<file path="config.mk">
export PLATFORM = sky130hd
export DESIGN_NAME = leaf_candidate_fetch
export DESIGN_NICKNAME = d
export VERILOG_FILES = /design/src/rtl/leaf_candidate_fetch.sv
export SDC_FILE = /design/constraint.sdc
export NUM_CORES = 1
export LEC_CHECK = 0
export ABC_AREA = 1
export BUFFER_PORTS_ARGS = -buffer_cell sky130_fd_sc_hd__buf_4
export CELL_PAD_IN_SITES_DETAIL_PLACEMENT = 0
export CELL_PAD_IN_SITES_GLOBAL_PLACEMENT = 1
export CORE_MARGIN = 10
export CORE_UTILIZATION = 33
export DETAILED_ROUTE_END_ITERATION = 12
export PLACE_DENSITY_LB_ADDON = 0.1
export RECOVER_POWER = 50
export SETUP_SLACK_MARGIN = 0.3
export SLEW_MARGIN = 0
export SYNTH_ARGS = -nofsm -noshare
export SYNTH_HDL_FRONTEND = slang
export SYNTH_SLANG_ARGS = --single-unit
</file>
<file path="constraint.sdc">
create_clock -name clk -period 3.9 [get_ports clk]
set_input_delay 0.78 -clock clk [delete_from_list [all_inputs] [get_ports clk]]
set_output_delay 0.78 -clock clk [all_outputs]
set_load 0.005 [all_outputs]
</file>
<file path="src/rtl/leaf_candidate_fetch.sv">
// Leaf candidate fetch: accepts a query patch and a leaf index, reads every
// candidate patch of that leaf from leaf memory, and streams one
// (query, candidate) pair per slot to the downstream distance stage.
module leaf_candidate_fetch #(
    parameter int unsigned PATCH_WIDTH    = 55,
    parameter int unsigned ADDRESS_WIDTH  = 8,
    parameter int unsigned LEAF_SIZE_LOG2 = 3
) (
    input  logic                                    clk,
    input  logic                                    wrst_n,
    input  logic                                    in_valid,
    output logic                                    in_ready,
    input  logic [PATCH_WIDTH-1:0]                  in_patch,
    input  logic [ADDRESS_WIDTH-1:0]                in_leaf_index,
    output logic                                    mem_ren,
    output logic [ADDRESS_WIDTH+LEAF_SIZE_LOG2-1:0] mem_addr,
    input  logic [PATCH_WIDTH-1:0]                  mem_rdata,
    output logic                                    out_valid,
    input  logic                                    out_ready,
    output logic [PATCH_WIDTH-1:0]                  out_query,
    output logic [PATCH_WIDTH-1:0]                  out_cand,
    output logic [ADDRESS_WIDTH-1:0]                out_leaf_index,
    output logic [LEAF_SIZE_LOG2-1:0]               out_slot,
    output logic                                    out_last,
    output logic                                    busy
);

    localparam int unsigned LEAF_SIZE = 1 << LEAF_SIZE_LOG2;
    localparam int unsigned MEM_AW    = ADDRESS_WIDTH + LEAF_SIZE_LOG2;
    localparam logic [LEAF_SIZE_LOG2-1:0] LAST_SLOT = LEAF_SIZE_LOG2'(LEAF_SIZE - 1);

    typedef enum logic [1:0] {
        IDLE  = 2'd0,
        ISSUE = 2'd1,
        DATA  = 2'd2,
        OUT   = 2'd3
    } state_t;

    state_t                      state, state_d;
    logic [LEAF_SIZE_LOG2-1:0]   slot, slot_d;
    logic [PATCH_WIDTH-1:0]      query_d, cand_d;
    logic [ADDRESS_WIDTH-1:0]    leaf_d;
    logic [LEAF_SIZE_LOG2-1:0]   out_slot_d;
    logic                        out_last_d;
    logic [MEM_AW-1:0]           mem_addr_d;
    logic                        in_ready_d, mem_ren_d, out_valid_d, busy_d;

    // Next-state and next-register values; status outputs are decoded from
    // the next state so they come straight out of flops. The query and leaf
    // registers double as out_query / out_leaf_index.
    always_comb begin
        state_d    = state;
        slot_d     = slot;
        query_d    = out_query;
        leaf_d     = out_leaf_index;
        cand_d     = out_cand;
        out_slot_d = out_slot;
        out_last_d = out_last;
        mem_addr_d = mem_addr;

        unique case (state)
            IDLE: begin
                if (in_valid && in_ready) begin
                    query_d = in_patch;
                    leaf_d  = in_leaf_index;
                    slot_d  = '0;
                    state_d = ISSUE;
                end
            end
            ISSUE: begin
                state_d = DATA;
            end
            DATA: begin
                cand_d     = mem_rdata;
                out_slot_d = slot;
                out_last_d = (slot == LAST_SLOT);
                state_d    = OUT;
            end
            OUT: begin
                if (out_ready) begin
                    if (out_last) begin
                        state_d = IDLE;
                    end else begin
                        slot_d  = slot + LEAF_SIZE_LOG2'(1);
                        state_d = ISSUE;
                    end
                end
            end
            default: begin
                state_d = IDLE;
            end
        endcase

        if (state_d == ISSUE) begin
            mem_addr_d = {leaf_d, slot_d};
        end

        in_ready_d  = (state_d == IDLE);
        mem_ren_d   = (state_d == ISSUE);
        out_valid_d = (state_d == OUT);
        busy_d      = (state_d != IDLE);
    end

    // State, datapath and output registers with synchronous active-low reset.
    always_ff @(posedge clk) begin
        if (!wrst_n) begin
            state          <= IDLE;
            slot           <= '0;
            out_query      <= '0;
            out_leaf_index <= '0;
            out_cand       <= '0;
            out_slot       <= '0;
            out_last       <= 1'b0;
            mem_addr       <= '0;
            in_ready       <= 1'b0;
            mem_ren        <= 1'b0;
            out_valid      <= 1'b0;
            busy           <= 1'b0;
        end else begin
            state          <= state_d;
            slot           <= slot_d;
            out_query      <= query_d;
            out_leaf_index <= leaf_d;
            out_cand       <= cand_d;
            out_slot       <= out_slot_d;
            out_last       <= out_last_d;
            mem_addr       <= mem_addr_d;
            in_ready       <= in_ready_d;
            mem_ren        <= mem_ren_d;
            out_valid      <= out_valid_d;
            busy           <= busy_d;
        end
    end

endmodule

</file>
# Word level (Yosys, flattened, before mapping)
# Index checks and enable logic that the tools add are counted.
[word_totals]
out_inout_bits = 137
register_bits = 142
[classes]
muxes = 10
addsub = 1
reduce_logical = 5
eq_ne = 6
[op_table]
columns = ["operator", "count"]
rows = [
  ["$mux W8", 2],
  ["$mux W3", 3],
  ["$pmux W2 S4", 1],
  ["$eq A2 B2 Y1 const B", 3],
  ["$pmux W3 S2", 1],
  ["$eq A2 B1 Y1 const B", 2],
  ["$logic_not A2 Y1", 2],
  ["$mux W2", 2],
  ["$add A3 B1 Y3 const B", 1],
  ["$eq A3 B3 Y1 const B", 1],
  ["$reduce_and A2 Y1", 1],
  ["$reduce_bool A2 Y1", 1],
  ["$logic_and A1 B1 Y1", 1],
  ["$mux W1", 1],
]

# Logic depth before layout (Yosys ltp)
# Gate-level depths: netlist of run 1.
[logic_depth]
depth_word = 4
depth_mapped = 10
mapped_depth_nobuf = 9

# Least setup slack after synthesis of run 1
# No wires, ideal clock.
[synth_timing]
kind = "input -> register"
from = "input port out_ready"
to = "register mem_addr[3]"
required_ns = 3.836
path_buffers = 0
slack_ns = 2.333
arrival_time_ns = 1.503
path_stages = 7
path_cell_list = "inv_1 -> nand3_1 -> nand3_2 -> nand2_1 -> nor2_4 -> nor2_1 -> nor2_1"
[synth_between]
elab_chain_cells = 3
[synth_lines]
columns = ["item", "line", "rtl"]
rows = [
  ["start, declared", "19", "input logic out_ready,"],
  ["$mux W2", "80", "if (out_ready) begin"],
  ["$pmux W2 S4", "61", "unique case (state)"],
  ["$eq A2 B1 Y1", "94", "if (state_d == ISSUE) begin"],
  ["end signal, assigned", "127", "mem_addr <= mem_addr_d;"],
  ["end, declared", "16", "output logic [ADDRESS_WIDTH+LEAF_SIZE_LOG2-1:0] mem_addr,"],
]
# Every way passes these cells.
# A chain may end at the register's enable or synchronous reset.

# Worst setup path after layout of run 1
[layout_timing]
from = "register state[0]"
to = "register out_query[18]"
[layout_between]
elab_chain_cells = 2
[layout_lines]
columns = ["item", "line", "rtl"]
rows = [
  ["start, declared", "39", "state_t state, state_d;"],
  ["start signal, assigned", "120", "state <= state_d;"],
  ["$logic_not A2 Y1", "61", ""],
  ["$reduce_and A2 Y1 (no line)", "n/a", ""],
  ["end signal, assigned", "122", "out_query <= query_d;"],
  ["end, declared", "20", "output logic [PATCH_WIDTH-1:0] out_query,"],
]
# Every way passes these cells.

==> summary.txt, run 1 <==
Run status
  – Status: finished, final reports clean

Timing
  – Tmin final: 2718 ps
  – Setup TNS: 0 ps
  – Least-Margin Pin Slew: 1013 ps
  – Pins Over Slew Limit: 0
  – Part of the cycle the worst path needs: 69.68%
  – RSZ-0062 raised after global routing: no
  – Fmax: 368.0 MHz
  – Worst rel slew slack: 32.34%
  – # setup viols final: 0
  – Final Hold Fails: 0
  – Worst Clk Skew: 6.304 ps

Logic synthesis
  – Compound-cell area share of the yosys netlist: 12.94%
  – Cells after Synth: 658
  – Multiplexer share of the synthesized area: 0%
  – Largest family of logic cells by synthesized area: simple AND/OR/NAND/NOR gates
  – Unique masters post-synth: 22
  – Syn_area_per_cell: 7.772 um2
  – XOR/XNOR Fraction of Synth Area: 0%
  – Syn Nets: 785
  – Post-synth top area share: 55.59%
  – Biggest area consumer among synthesized cells: dfxtp_1
  – Adder-cell share of the synthesized area: 1.223%
  – Synth Cell Area: 5114 um2
  – Top post-synthesis cells by area: dfxtp_1, nand2_1, nor2_1, a21oi_1, o21ai_0
  – Flops & latches, synth: 142
  – Simple-gate share of the synthesized area: 24.57%
  – Synth warn: 0
  – Register area share after synthesis: 55.59%

Finish
  – Share of layout cells above drive strength 1: 26.02%
  – Final #Nets: 1025
  – Fill cell count: 1565
  – Storage element area: 2843 um2
  – Post-route cell area: 7527 um2
  – Multi-input logic area: 1981 um2
  – P&R area growth vs syn: 47.20%
  – Antenna cells: 0

Critical path
  – Worst setup path class: flip-flop to flip-flop
  – CP Capture Type: flip-flop
  – Crit path to: out_query[18]
  – Worst r2r src: state[0]
  – Worst-path fanout max: 55
  – WP data arrival: 3060 ps
  – Worst R2R End: out_query[18]
  – Crit path required time: 4240 ps
  – CP Launch Point: state[0]
  – R2R depth: 6
  – R2R Setup Slk: 1180 ps
  – CP Launch Type: flip-flop

Clock tree
  – Hold buffer count at CTS: 0
  – Worst skew pair latency: 420 ps
  – CTS H-tree lvls: 4
  – Clock sink count: 142
  – PostCTS Resize Cnt: 0
  – Setup bufs post-CTS: 0
  – Number of CTS-inserted buffers: 17
  – Clk buf depth: 2
  – CTS tree: done
  – Worst-path clk slew: 60 ps
  – Clock root cell: clkbuf_16

Placed design
  – Port buffer count: 258
  – Final HPWL DP: 12700 um
  – Routability cong.: 0.7735
  – Post-DP Area: 7116 um2

Detailed routing
  – DR vias: 5067
  – Post-Route WL: 17250 um
  – Detail Route Antenna Nets: 0
  – WL/cell: 15.70 um
  – Via density: 4.611
  – Router iterations before antenna repair: 4
  – DRT iter0 DRCs: 205
  – DRC: 0

GRT
  – Initial antenna violation count: 0
  – Largest net degree at the start of global routing: 73
  – Total GRT Usage: 16.07%
  – Global route overflow: 0
  – Vias in the first global route: 4989
  – First-pass GRT wire length: 26270 um

Floorplanning
  – I/O Pins: 259
  – Initial core utilization: 33.64%
  – Site row count: 45
  – Die ar.: 20870 um2
  – Die H: 144.5 um
  – CORE AREA: 15200 um2
  – Die width: 144.5 um

Pwr
  – Sw frac: 31.87%
  – Combinational power share: 29.1%
  – Static leakage: 3.386 nW
  – Clk pwr share: 34.0%
  – Internal power: 0.003681 W
  – Part of the power in registers: 37.0%
  – Worst vdd ir: 0.0003132 V
  – Power Density: 717.9 nW/um2
  – Switching Power: 0.001722 W

Worst hold path
  – Worst Hold Class: flip-flop to flip-flop
  – Worst Hold Depth: 2

Job
  – Max cap viols: 0
==> state kept, by name, summed over array words and instances, names as in the netlist <==
register	flops
state	2
slot	3
out_slot	3
out_query	55
out_last	1
out_cand	55
out_valid	1
mem_ren	1
busy	1
mem_addr	11
out_leaf_index	8
in_ready	1
==> power groups by stage <==
stage                     Sequential, W  Combinational [W]  Clock, W
final                           0.00200            0.00157   0.00183
after global routing            0.00204            0.00181   0.00195
after CTS                       0.00201            0.00176   0.00188
after detailed placement        0.00203            0.00176         0
after global placement          0.00202            0.00173         0
after floorplan                 0.00205           0.000860         0
==> metrics by stage <==
stage	hold WS [ps]	power (W)	std cells	util, %	worst slack, ps
5_1_grt	479.5	0.005803	1099	49.51	797.9
3_3_place_gp	452.2	0.003755	1067	46.81	1112
2_1_floorplan	460.5	0.002906	658	-	2333
3_5_place_dp	456.7	0.003788	1067	46.81	1022
6_report	463.3	0.005403	1099	49.51	1182
4_1_cts	466.1	0.005646	1099	51.27	1122
==> how the worst min path moves through the flow <==
| stage | startpoint | end | slack [ps] |
|---|---|---|---|
| finish | out_query[43] | out_query[43] | 460 |
| global route | out_query[45] | out_query[45] | 480 |
| CTS | out_query[26] | out_query[26] | 470 |
| detailed placement | out_query[43] | out_query[43] | 460 |
| global placement | out_query[36] | out_query[36] | 450 |
| floorplan | out_query[36] | out_query[36] | 460 |
==> Yosys cell counts, drive strengths merged <==
library cell  count
nor2            151
nand2           150
dfxtp           142
o21ai            67
a21oi            60
inv              23
buf              21
clkbuf           20
nand4             9
nand3             7
ha                5
clkinv            1
nand3b            1
nor3              1
==> metal layers <==
| metal | vias to the layer above | GRT usage [%] | wire length, um |
|---|---|---|---|
| met5 | - | 0 | 0 |
| met4 | 0 | 6.064 | 285 |
| met3 | 20 | 8.987 | 2166 |
| met2 | 198 | 24.79 | 7748 |
| met1 | 2270 | 18.14 | 7053 |
| li1 | 2579 | - | - |
==> worst max-delay path, cell delays in order (launching register included) <==
cell and delay, ps:
dfxtp_1 330, inv_1 130, ha_1 310, nand3_2 600, inv_2 950, nand2_1 140, a21oi_1 160
==> layout make-up <==
class | count | share of cell area [%]
Sequential cell | 142 | 37.77
Clock inverter | 14 | 3.175
Inverter | 24 | 1.197
Clock buffer | 18 | 5.834
Multi-Input combinational cell | 451 | 26.31
Timing Repair Buffer | 262 | 22.59
Tap cell | 188 | 3.125
==> placed cells by master, fill, tap and decap left out <==
master and n:
nor3_1 1, inv_6 1, nand4_1 9, nand2_1 150
buf_4 127, clkinv_2 2, nor2_4 1, clkbuf_4 64
inv_2 3, a21oi_1 60, nand3_2 3, dfxtp_1 142
o21ai_0 60, ha_1 5, clkinvlp_4 3, o21ai_2 7
clkbuf_16 17, nand3_1 4, nor2_1 150, clkbuf_1 71
nand3b_1 1, clkinv_4 2, clkbuf_8 1, inv_1 21
bufinv_16 6
==> cells by family after synthesis <==
logic type               Yosys count
flip-flops                       142
AO/OA/AOI/OAI                    127
buffers and inverters             65
AND/OR/NAND/NOR                  319
adder cells (fa/ha/maj)            5
Power figures use the tool's default switching activity.
==> inputs of run 2 (changes only) <==
--- a/config.mk
+++ b/config.mk
@@ -10,7 +10,7 @@
 export CELL_PAD_IN_SITES_DETAIL_PLACEMENT = 0
 export CELL_PAD_IN_SITES_GLOBAL_PLACEMENT = 1
 export CORE_MARGIN = 10
-export CORE_UTILIZATION = 33
+export CORE_UTILIZATION = 31
 export DETAILED_ROUTE_END_ITERATION = 12
 export PLACE_DENSITY_LB_ADDON = 0.1
 export RECOVER_POWER = 50
==> constraint.sdc (replaced) <==
create_clock -name clk -period 2.69 [get_ports clk]
set_input_delay 0.538 -clock clk [delete_from_list [all_inputs] [get_ports clk]]
set_output_delay 0.538 -clock clk [all_outputs]
set_load 0.005 [all_outputs]
==> run 2 against run 1 <==
Effect of this change: final cell count is 2.9% higher; clock skew up 3.2 ps; sequential share of layout area down 0.11 points; setup slack worse by 430 ps; first-iteration DRC count rose by 5.9%; register-to-register slack got worse by 430 ps; fmax is 41% higher; die area rose by 5.5%; final area up 0.28%; via count up 0.34%; critical endpoint is now mem_addr[2].
==> summary.txt, run 2 (synthesized netlist as in run 1, its figures left out) <==
GRT
  – Initial antenna violation count: 0 (unchanged)
  – Vias in the first global route: 5085 (+1.9%)
  – Total GRT Usage: 15.86% (-0.21 points)
  – Global route overflow: 0 (unchanged)
  – Largest net degree at the start of global routing: 73 (unchanged)
  – First-pass GRT wire length: 27860 um (+6.1%)

Critical path
  – Worst r2r src: state[0]
  – CP Launch Point: state[0]
  – Crit path to: mem_addr[2]
  – Worst R2R End: mem_addr[2]
  – R2R depth: 8 (+2)
  – CP Launch Type: flip-flop
  – R2R Setup Slk: 760 ps (-430 ps)
  – Worst-path fanout max: 13 (-76%)
  – Worst setup path class: flip-flop to flip-flop
  – Crit path required time: 3000 ps (-1240 ps)
  – Cell Chain, Critical Path: inv_1, ha_1, nand2_1, nand3_1, nand2_1, nand3_1, nor2_1, nor2_1
  – CP Capture Type: flip-flop
  – CP max stage delay: 360 ps (-590 ps)
  – WP data arrival: 2240 ps (-820 ps)
  – Slowest stage cell, crit path: nand2_1

Timing
  – Setup TNS: 0 ps (unchanged)
  – Least-Margin Pin Slew: 683.9 ps (-329.4 ps)
  – Hold_ws: 341.5 ps (-121.8 ps)
  – Worst Clk Skew: 9.527 ps (+3.222 ps)
  – Final Hold Fails: 0 (unchanged)
  – RSZ-0062 raised after global routing: no
  – Fmax: 517.1 MHz (+41%)
  – Part of the cycle the worst path needs: 71.90% (+2.2 points)
  – Worst rel slew slack: 54.40% (+22 points)
  – # setup viols final: 0 (unchanged)
  – Tmin final: 1934 ps (-783.5 ps)
  – Pins Over Slew Limit: 0 (unchanged)

Clock tree
  – CTS tree: done
  – Clk buf depth: 2 (unchanged)
  – Number of CTS-inserted buffers: 17 (unchanged)
  – Hold buffer count at CTS: 0 (unchanged)
  – PostCTS Resize Cnt: 0 (unchanged)
  – Worst skew pair latency: 420 ps (about the same)
  – Worst-path clk slew: 60 ps (about the same)
  – CTS H-tree lvls: 4 (unchanged)
  – Setup bufs post-CTS: 0 (unchanged)
  – Clock root cell: clkbuf_16
  – Clock sink count: 142 (unchanged)

Placed design
  – Post-DP Area: 7196 um2 (+1.1%)
  – Port buffer count: 258 (unchanged)
  – Routability cong.: 0.7680 (-0.71%)
  – Final HPWL DP: 13430 um (+5.8%)

Floorplanning
  – Die width: 148.4 um (+2.7%)
  – I/O Pins: 259 (unchanged)
  – Site row count: 46 (+2.2%)
  – CORE AREA: 16000 um2 (+5.3%)
  – Die ar.: 22030 um2 (+5.5%)
  – Die H: 148.4 um (+2.7%)
  – Initial core utilization: 31.96% (-1.7 points)

Detailed routing
  – Via density: 4.495 (-2.5%)
  – Router iterations before antenna repair: 4 (unchanged)
  – DRT met1 WL: 7582 um (+7.5%)
  – Detail Route Antenna Nets: 0 (unchanged)
  – DR vias: 5084 (+0.34%)
  – WL met2: 8016 um (+3.5%)
  – WL/cell: 16.13 um (+2.7%)
  – Top sig layer: met4
  – DRC: 0 (unchanged)
  – Met3 WL: 2402 um (+11%)
  – Post-Route WL: 18240 um (+5.7%)
  – DRT iter0 DRCs: 217 (+5.9%)

Finish
  – Multi-input logic area: 1983 um2 (+0.13%)
  – Share of layout cells above drive strength 1: 25.79% (-0.22 points)
  – Final #Nets: 1029 (+0.39%)
  – Most frequent cells in the layout: nand2_1, nor2_1, dfxtp_1, buf_4, clkbuf_1
  – Fill cell count: 1693 (+8.2%)
  – Post-route cell area: 7548 um2 (+0.28%)
  – P&R area growth vs syn: 47.61%
  – Regs by FF count: out_cand: 55 flops, out_query: 55 flops, mem_addr: 11 flops
  – Storage element area: 2843 um2 (unchanged)
  – Antenna cells: 0 (unchanged)

Pwr
  – Total power: 0.007693 W (+42%)
  – Static leakage: 3.389 nW (+0.11%)
  – Power Density: 1019 nW/um2 (+42%)
  – Worst vdd ir: 0.0004213 V (+35%)

Job
  – Max cap viols: 0 (unchanged)

Run status
  – Status: finished, final reports clean

Worst hold path
  – Worst Hold Class: primary input to flip-flop
==> run 2: changes by cell type in the layout (fill, tap and decap cells not counted), sizes merged <==
cell | before | now
clkinvlp | 3 | 0
inv | 25 | 24
bufinv | 6 | 3
clkbuf | 153 | 159
buf | 127 | 134
clkinv | 4 | 2
==> run 2: worst min path at each step <==
stage | start | cells past startpoint | endpoint
floorplan | out_query[36] | 2 | out_query[36]
global placement | out_query[4] | 2 | out_query[4]
detailed placement | out_query[30] | 2 | out_query[30]
CTS | mem_rdata[26] | 3 | out_cand[26]
global route | mem_rdata[26] | 3 | out_cand[26]
finish | mem_rdata[27] | 3 | out_cand[27]
==> run 2: cell type report <==
type	count	area share, %
timing repair buffer	266	23.04
sequential	142	37.66
tap	216	3.580
inverter	24	1.193
multi-input combinational	451	26.27
clock buffer	27	6.929
clock inverter	5	1.326
==> run 2: power breakdown <==
part	total, W	internal (W)	leakage, nW	switching (W)
Clock	0.00246	0.00161	0.308	0.000849
Combinational	0.00233	0.000951	1.92	0.00138
Sequential	0.00291	0.00264	1.16	0.000270
==> run 2: critical path, delay by kind of cell, from the launching register on <==
kind          cells  cell delay, ps
flops             1             350
simple gates      6            1090
fa+ha+maj         1             280
buf+inv           1             100
==> run 2: through the flow <==
step	instances	setup slack, ps	util, %
after global routing	1131	472.7	47.18
after CTS	1131	742.2	48.87
after global placement	1099	863.5	44.97
final	1131	756.0	47.18
after floorplan	658	1179	-
after detailed placement	1099	754.8	44.97
==> run 2: layer usage <==
| layer | track usage (%) | vias to the layer above |
|---|---|---|
| li1 | - | 2578 |
| met1 | 17.65 | 2287 |
| met4 | 5.500 | 0 |
| met2 | 23.88 | 202 |
| met3 | 10.35 | 17 |
| met5 | 0 | - |
==> inputs of run 3 (changes only) <==
--- a/config.mk
+++ b/config.mk
@@ -10,7 +10,7 @@
 export CELL_PAD_IN_SITES_DETAIL_PLACEMENT = 0
 export CELL_PAD_IN_SITES_GLOBAL_PLACEMENT = 1
 export CORE_MARGIN = 10
-export CORE_UTILIZATION = 31
+export CORE_UTILIZATION = 28
 export DETAILED_ROUTE_END_ITERATION = 12
 export PLACE_DENSITY_LB_ADDON = 0.1
 export RECOVER_POWER = 50
==> constraint.sdc (replaced) <==
create_clock -name clk -period 1.7 [get_ports clk]
set_input_delay 0.34 -clock clk [delete_from_list [all_inputs] [get_ports clk]]
set_output_delay 0.34 -clock clk [all_outputs]
set_load 0.005 [all_outputs]
==> run 3 against run 2 <==
Effect of this change: non-clock buffer count rose by 20; sequential power rose by 60%; critical endpoint is now mem_addr[5]; global-route usage fell by 1.1 points; largest cell class unchanged; register-to-register slack got worse by 530 ps.
==> summary.txt, run 3 (synthesized netlist as in run 1, its figures left out) <==
Finish
  – P&R area growth vs syn: 56.81%
  – Regs by FF count: out_cand: 55 flops, out_query: 55 flops, mem_addr: 11 flops
  – Layout Utilization: 44.64% (-2.5 points)
  – Most frequent cells in the layout: nand2_1, nor2_1, buf_4, dfxtp_1
  – Fill cell count: 1833 (+8.3%)
  – Antenna cells: 0 (unchanged)
  – Share of layout cells above drive strength 1: 30.37% (+4.6 points)
  – Final #Nets: 1049 (+1.9%)
  – Fin cells: 1164 (+2.9%)

Timing
  – Hold_ws: 142.8 ps (-198.8 ps)
  – Setup TNS: 0 ps (unchanged)
  – Final Hold Fails: 0 (unchanged)
  – RSZ-0062 raised after global routing: yes
  – Least-Margin Pin Slew: 389.0 ps (-295.0 ps)
  – Worst Clk Skew: 7.905 ps (-1.622 ps)
  – Worst rel slew slack: 74.07% (+20 points)
  – Tmin final: 1476 ps (-457.8 ps)
  – # setup viols final: 0 (unchanged)
  – Pins Over Slew Limit: 0 (unchanged)
  – Worst Slack Setup Final: 223.8 ps (-532.2 ps)
  – Fmax: 677.4 MHz (+31%)
  – Part of the cycle the worst path needs: 86.84% (+15 points)

GRT
  – Total GRT Usage: 14.77% (-1.1 points)
  – Initial antenna violation count: 0 (unchanged)
  – Largest net degree at the start of global routing: 65 (-11%)
  – First-pass GRT wire length: 28760 um (+3.2%)
  – Vias in the first global route: 5202 (+2.3%)
  – Global route overflow: 0 (unchanged)

Detailed routing
  – DR vias: 5169 (+1.7%)
  – DRT iter0 DRCs: 236 (+8.8%)
  – Detail Route Antenna Nets: 0 (unchanged)
  – DRC: 0 (unchanged)
  – Router iterations before antenna repair: 4 (unchanged)
  – WL/cell: 16.34 um (+1.3%)
  – Via density: 4.441 (-1.2%)
  – Post-Route WL: 19020 um (+4.3%)

Critical path
  – CP Launch Type: flip-flop
  – WP data arrival: 1830 ps (-410 ps)
  – R2R Setup Slk: 220 ps (-530 ps)
  – Worst r2r src: state[0]
  – CP Capture Type: flip-flop
  – Worst setup path class: flip-flop to flip-flop
  – R2R depth: 9 (+1)
  – Worst-path fanout max: 8 (-5)
  – Worst R2R End: mem_addr[5]
  – Crit path required time: 2050 ps (-950 ps)
  – CP Launch Point: state[0]

Placed design
  – Routability cong.: 0.7879 (+2.6%)
  – Placed cells: 1117 (+1.6%)
  – Pre-CTS WS: 154.3 ps (-600.5 ps)
  – Final HPWL DP: 13470 um (+0.30%)
  – Port buffer count: 258 (unchanged)

Clock tree
  – CTS H-tree lvls: 4 (unchanged)
  – Clock sink count: 142 (unchanged)
  – CTS tree: done
  – Clock root cell: clkbuf_16
  – Hold buffer count at CTS: 0 (unchanged)
  – Worst-path clk slew: 60 ps (about the same)
  – Clk buf depth: 2 (unchanged)
  – Worst skew pair latency: 410 ps (about the same)
  – Number of CTS-inserted buffers: 17 (unchanged)

Worst hold path
  – Hold_sp: mem_rdata[2]
  – Hold EP: out_cand[2]
  – Worst Hold Class: primary input to flip-flop
  – Worst Hold Depth: 3 (unchanged)

Run status
  – Status: finished, final reports clean

Floorplanning
  – I/O Pins: 259 (unchanged)
  – Site row count: 49 (+6.5%)
  – Die ar.: 24070 um2 (+9.2%)
  – CORE AREA: 17960 um2 (+12%)
  – Die H: 155.1 um (+4.5%)
  – Initial core utilization: 28.47% (-3.5 points)
  – Die width: 155.1 um (+4.5%)

Pwr
  – Worst vdd ir: 0.0007779 V (+85%)
  – Static leakage: 3.586 nW (+5.8%)
  – Power Density: 1633 nW/um2 (+60%)

Job
  – Max cap viols: 0 (unchanged)
[run 3: layout make-up]
type	instances	area, um2	share of cell area (%)
Sequential cell	142	2848	35.51
Multi-Input combinational cell	451	2086	26.01
Timing Repair Buffer	286	2064	25.75
Clock buffer	19	442.9	5.523
Tap cell	229	286.5	3.573
Clock inverter	13	188.9	2.356
Inverter	24	102.6	1.279
[run 3: repair_timing]
action                     CTS  global route
setup buffers                6             5
gates resized for setup     19            16
cloned                       1             3
pin swaps                    8             8
setup endpoints to repair   74            92
[run 3: worst max-delay path: stages, from the launching register on]
cell and delay, ps:
dfxtp_1 430, inv_6 70, ha_4 180, nand2_1 100, nand3_2 90, nand2_4 100, inv_2 50, nor2_4 220
nor2_1 70, nor2_1 100
[run 3: worst max-delay path by stage]
stage	end	depth (start not counted)
2_1_floorplan	mem_addr[3]	10
3_3_place_gp	mem_addr[5]	8
3_5_place_dp	mem_addr[5]	8
4_1_cts	mem_addr[10]	9
5_1_grt	mem_addr[10]	8
6_report	mem_addr[5]	9
[run 3: layer usage]
layer,GRT usage (%),wire (um),vias up
met5,0,0,-
met4,4.903,356,0
met3,7.527,1920,25
met2,22.60,8582,209
met1,17.51,8161,2308
li1,-,-,2627
[run 3: metrics by stage]
step | power (W) | instance area (um2)
2_1_floorplan | 0.006739 | 5140
3_3_place_gp | 0.008939 | 7303
3_5_place_dp | 0.008981 | 7303
4_1_cts | 0.01335 | 8090
5_1_grt | 0.01404 | 8019
6_report | 0.01310 | 8019
[run 3: where the power goes]
group | internal, W | total, W | leakage (nW) | switching, W
Combinational | 0.00205 | 0.00449 | 2.12 | 0.00243
Sequential | 0.00418 | 0.00465 | 1.16 | 0.000464
Clock | 0.00250 | 0.00396 | 0.304 | 0.00146
Total | 0.00874 | 0.0131 | 3.59 | 0.00436
